==> src/rtl/pipe_stage_reg.sv <==
// Parametrised pipeline stage register with valid/ready handshake,
// optional one-entry skid buffer, flush-to-bubble and stall counter.
module pipe_stage_reg #(
    parameter int                 WIDTH       = 64,
    parameter logic [WIDTH-1:0]   BUBBLE_VAL  = {32'h0000_0000, 32'h0000_0013},
    parameter bit                 SKID        = 1'b1,
    parameter int                 STALL_CNT_W = 32
) (
    input  logic                   clk,
    input  logic                   rst,
    input  logic                   flush,
    input  logic                   in_valid,
    output logic                   in_ready,
    input  logic [WIDTH-1:0]       in_data,
    output logic                   out_valid,
    input  logic                   out_ready,
    output logic [WIDTH-1:0]       out_data,
    output logic [STALL_CNT_W-1:0] stall_cnt
);

    typedef enum logic [1:0] {
        EMPTY = 2'd0,
        FULL  = 2'd1,
        SKIDF = 2'd2
    } state_t;

    state_t           state;
    logic [WIDTH-1:0] main_q;
    logic [WIDTH-1:0] skid_q;
    logic             in_fire;
    logic             out_fire;
    logic             stalled;

    assign out_valid = (state != EMPTY);
    assign out_data  = out_valid ? main_q : BUBBLE_VAL;

    // With a skid entry, in_ready comes from state only; without one,
    // it looks through to out_ready so a full stage can still stream.
    assign in_ready  = SKID ? (state != SKIDF) : (!out_valid || out_ready);

    assign in_fire   = in_valid && in_ready;
    assign out_fire  = out_valid && out_ready;
    assign stalled   = out_valid && !out_ready;

    always_ff @(posedge clk) begin
        if (rst) begin
            state     <= EMPTY;
            main_q    <= BUBBLE_VAL;
            skid_q    <= BUBBLE_VAL;
            stall_cnt <= '0;
        end else begin
            if (stalled && (stall_cnt != '1))
                stall_cnt <= stall_cnt + 1'b1;

            if (flush) begin
                state <= EMPTY;
            end else if (!SKID) begin
                if (in_fire) begin
                    state  <= FULL;
                    main_q <= in_data;
                end else if (out_fire) begin
                    state <= EMPTY;
                end
            end else begin
                case (state)
                    EMPTY: begin
                        if (in_fire) begin
                            state  <= FULL;
                            main_q <= in_data;
                        end
                    end
                    FULL: begin
                        if (in_fire && out_ready) begin
                            main_q <= in_data;
                        end else if (in_fire) begin
                            state  <= SKIDF;
                            skid_q <= in_data;
                        end else if (out_ready) begin
                            state <= EMPTY;
                        end
                    end
                    SKIDF: begin
                        if (out_ready) begin
                            state  <= FULL;
                            main_q <= skid_q;
                        end
                    end
                    default: state <= EMPTY;
                endcase
            end
        end
    end

endmodule

==> config.mk <==
export PLATFORM = sky130hd
export DESIGN_NAME = pipe_stage_reg
export DESIGN_NICKNAME = d
export VERILOG_FILES = /design/src/rtl/pipe_stage_reg.sv
export SDC_FILE = /design/constraint.sdc
export NUM_CORES = 1
export LEC_CHECK = 0
export ABC_CLOCK_PERIOD_IN_PS = 5100
export CAP_MARGIN = 20
export CELL_PAD_IN_SITES_DETAIL_PLACEMENT = 0
export CELL_PAD_IN_SITES_GLOBAL_PLACEMENT = 1
export CORE_ASPECT_RATIO = 1.2
export CORE_MARGIN = 2
export CORE_UTILIZATION = 25
export CTS_CLUSTER_DIAMETER = 30
export DETAILED_ROUTE_END_ITERATION = 12
export GPL_TIMING_DRIVEN = 0
export PLACE_DENSITY = 0.57
export SETUP_SLACK_MARGIN = 0.15
export SYNTH_ARGS = -nofsm -noshare
export SYNTH_HDL_FRONTEND = slang
export SYNTH_SLANG_ARGS = --single-unit
==> constraint.sdc <==
create_clock -name clk -period 5.1 [get_ports clk]
set_input_delay 0.765 -clock clk [delete_from_list [all_inputs] [get_ports clk]]
set_output_delay 0.765 -clock clk [all_outputs]
set_load 0.05 [all_outputs]
==> results.md <==
- Diode count: 0
- Max Clock Skew: 0.0137 ns
- Post-route DRC violation count: 0
- Setup violations, final: 0
- Post-synthesis sequential area ratio: 45.8%
- Post-synth top flop: dfxtp_1
- First-pass GRT wire length: 35100 um
- Drt first-iter violations: 261
- Pleak: 3.67 nW
- Synth Net Count: just over 900
- FMAX: 259 MHz
- Hold-fix buffers at CTS: 0
- Routed WL: 22800 um
- Ys async rst share: 0%
- CTS tree: built
- Arr. time, crit path: 3.10 ns
- Later-pin clock latency in the skew report: around 0.43 ns
- Resize count post-CTS: 0
- Slew of the pin with the lowest slew margin: 0.802 ns
- Post-synthesis register bit count: 162
- Wirelength per Cell: 16.1 um
- Post-route setup slack: 1.24 ns
- Avg Inst Size Synth: around 8.4 um^2
- Die area: 29700 um^2
- Gr ovfl total: 0
- CP Buf/Inv Count: 4
- DR pass1 iterations: 5
- Count leader, synth: dfxtp_1
- Clock sinks: 162
- Yosys cell types: between 40 and 50
- CP Max Fanout: 10
- Count of pins over their slew limit: 0
- Initial antenna violation count: 1
- Design area: 9840 um^2
- Mapped Cells: 840
- RSZ-0062 raised after global routing: false
- Worst Path Required: approximately 4.3 ns
- Core footprint: 27900 um^2
- Final #Nets: 1094
- Total of max-cap violations: 0
- Worst IR Drop VDD: 0.177 mV
- Setup CP Type: reg -> out
- Final hold vios: 0
- Slew HR: 46.6%
- Minimum clock period: 3.86 ns
- Post-place setup slack: about 1.6 ns
- Crit path max-delay family: buffers and inverters
- Cell Chain, Critical Path: nor2_1, inv_1, clkbuf_1, clkbuf_1, and2_1, clkdlybuf4s50_1
- Top-Level Pins: 167
- Largest area contributor in the netlist: dfxtp_1
- Hpwl dp: between 15000 and 20000 um
- Cell Pwr Density: just over 300 nW/um^2
- Die X: between 150 and 200 um
- Final Wtd Congestion: a little over 0.7
- Mapped Area: 7090 um^2
- Power Total: 3.03 mW
- Die height: 188 um
- Hold WC Path Type: reg -> reg
- Proportion of layout cells with a drive suffix above 1: 4.73%
- CTS H-tree lvls: 4
- Top cells by area, synth: dfxtp_1 46%, mux2i_1 8.8%, nand2_1 7.5%
- Most common library cells after synthesis: 162 x dfxtp_1, 142 x nand2_1, 87 x a21oi_1, 74 x nor2_1, 62 x mux2i_1
- Critical Path End Type: primary output
- DR vias: 6368
- Synth top area share: 45.8%
- Site Rows: between 60 and 70
- Clock transition at the registers of the reported paths: 0.06 ns
- CTS max path bufs: 2
- Final Cycle Share: 75.7%
- CP max stage delay: a little over 0.8 ns
- Setup Buffers After CTS: 0
- Placed Area: 9220 um^2
- I/O Buffers: 164
- Worst setup SP type: flip-flop
- CP most frequent cell: clkbuf_1
- Initial Utilization: 25.4%
- Global Route Usage Sum: 15.4%
- Final Util: 35.3%
- TritonCTS Buffers: 17
- YS warnings: 0
- P&R area growth vs syn: 38.9%
- Pin count of the biggest net entering global routing: 17
- Root Driver: clkbuf_16
- Via-to-Cell Ratio: 4.50
- Setup_tns: 0 ns
- Vias in the first global route: a little over 6000
- Dpl cells: 1384
- EDFF count, synth: 0
- Fin cells: 1414
- Critical path's slowest cell: clkdlybuf4s50_1
- Hold slack: 0.451 ns
- Post-DRT Antenna Nets: 0
- Status: completed
[tightest hold or removal path, cell delays in order, from the launching register on]
cell	delay (ns)
dfxtp_1	0.31
nand2_1	0.05
a21oi_1	0.05
[final timing paths]
path / slack (ns) / cells past startpoint / to / start
worst min-delay path: 0.45 / 2 / skid_q[62] / skid_q[62]
worst max-delay path: 1.24 / 6 / out_data[28] / state[1]
worst max register to register: 2.68 / 7 / stall_cnt[7] / stall_cnt[0]
worst min register to register: 0.45 / 2 / skid_q[62] / skid_q[62]
[logic make-up after synthesis]
family / synth area share (%)
multiplexers: 9.45
adder cells (fa/ha/maj): 0.177
AO/OA/AOI/OAI: 16.1
flip-flops: 45.8
buffers and inverters: 4.03
AND/OR/NAND/NOR: 23.9
XOR/XNOR: 0.618
[placed cells by master (no fill, tap or decap), types with 2 or more instances in the layout]
cell / n
o21ai_0: 7
nor3_2: 3
clkbuf_1: 51
nand3_1: 13
nand3b_1: 3
or4_4: 2
nand2_1: 142
nor3_1: 3
a211oi_1: 61
and3_1: 2
nor2_1: 74
clkinvlp_4: 2
a211o_1: 3
buf_6: 3
clkbuf_8: 3
or3_1: 19
and2_1: 61
o31ai_1: 7
o21ai_1: 11
buf_1: 10
clkbuf_16: 17
buf_2: 3
nor2b_1: 4
nand4_1: 7
nand4_2: 2
or4_1: 7
inv_1: 6
bufinv_16: 4
a21oi_1: 87
mux2_2: 3
clkdlybuf4s50_1: 164
clkinv_2: 2
dfxtp_1: 162
xor2_1: 4
nand2b_1: 6
mux2i_1: 62
[area by class of cell]
class,count,area [um^2]
well taps,379,474
clock inverters,9,154
plain buffers,65,263
multi-input cells,607,3560
clock buffers,21,470
fillers,2952,18100
inverters,6,22.5
repair buffers,165,1650
flip-flops and latches,162,3240
[power by group]
| group | internal, mW | switching, mW | leakage [nW] | total, mW |
|---|---|---|---|---|
| Sequential | 1.31 | 0.0233 | 1.32 | 1.34 |
| Clock | 0.854 | 0.530 | 0.301 | 1.38 |
| Combinational | 0.129 | 0.184 | 2.04 | 0.313 |
| Total | 2.30 | 0.738 | 3.67 | 3.03 |
[routing by layer]
layer	share of wire, %	up-vias	routed length [um]	track usage [%]
met5	0.057	-	13	0
met4	0.90	2	204	3.85
met3	4.2	11	961	3.75
met2	50	114	11400	26.2
met1	45	2971	10200	19.4
li1	-	3270	-	-
[sequential cells by signal (all words and copies together) (netlist names)]
name and count:
state 2, skid_q 64, stall_cnt 32, main_q 64
Power figures use the tool's default switching activity.
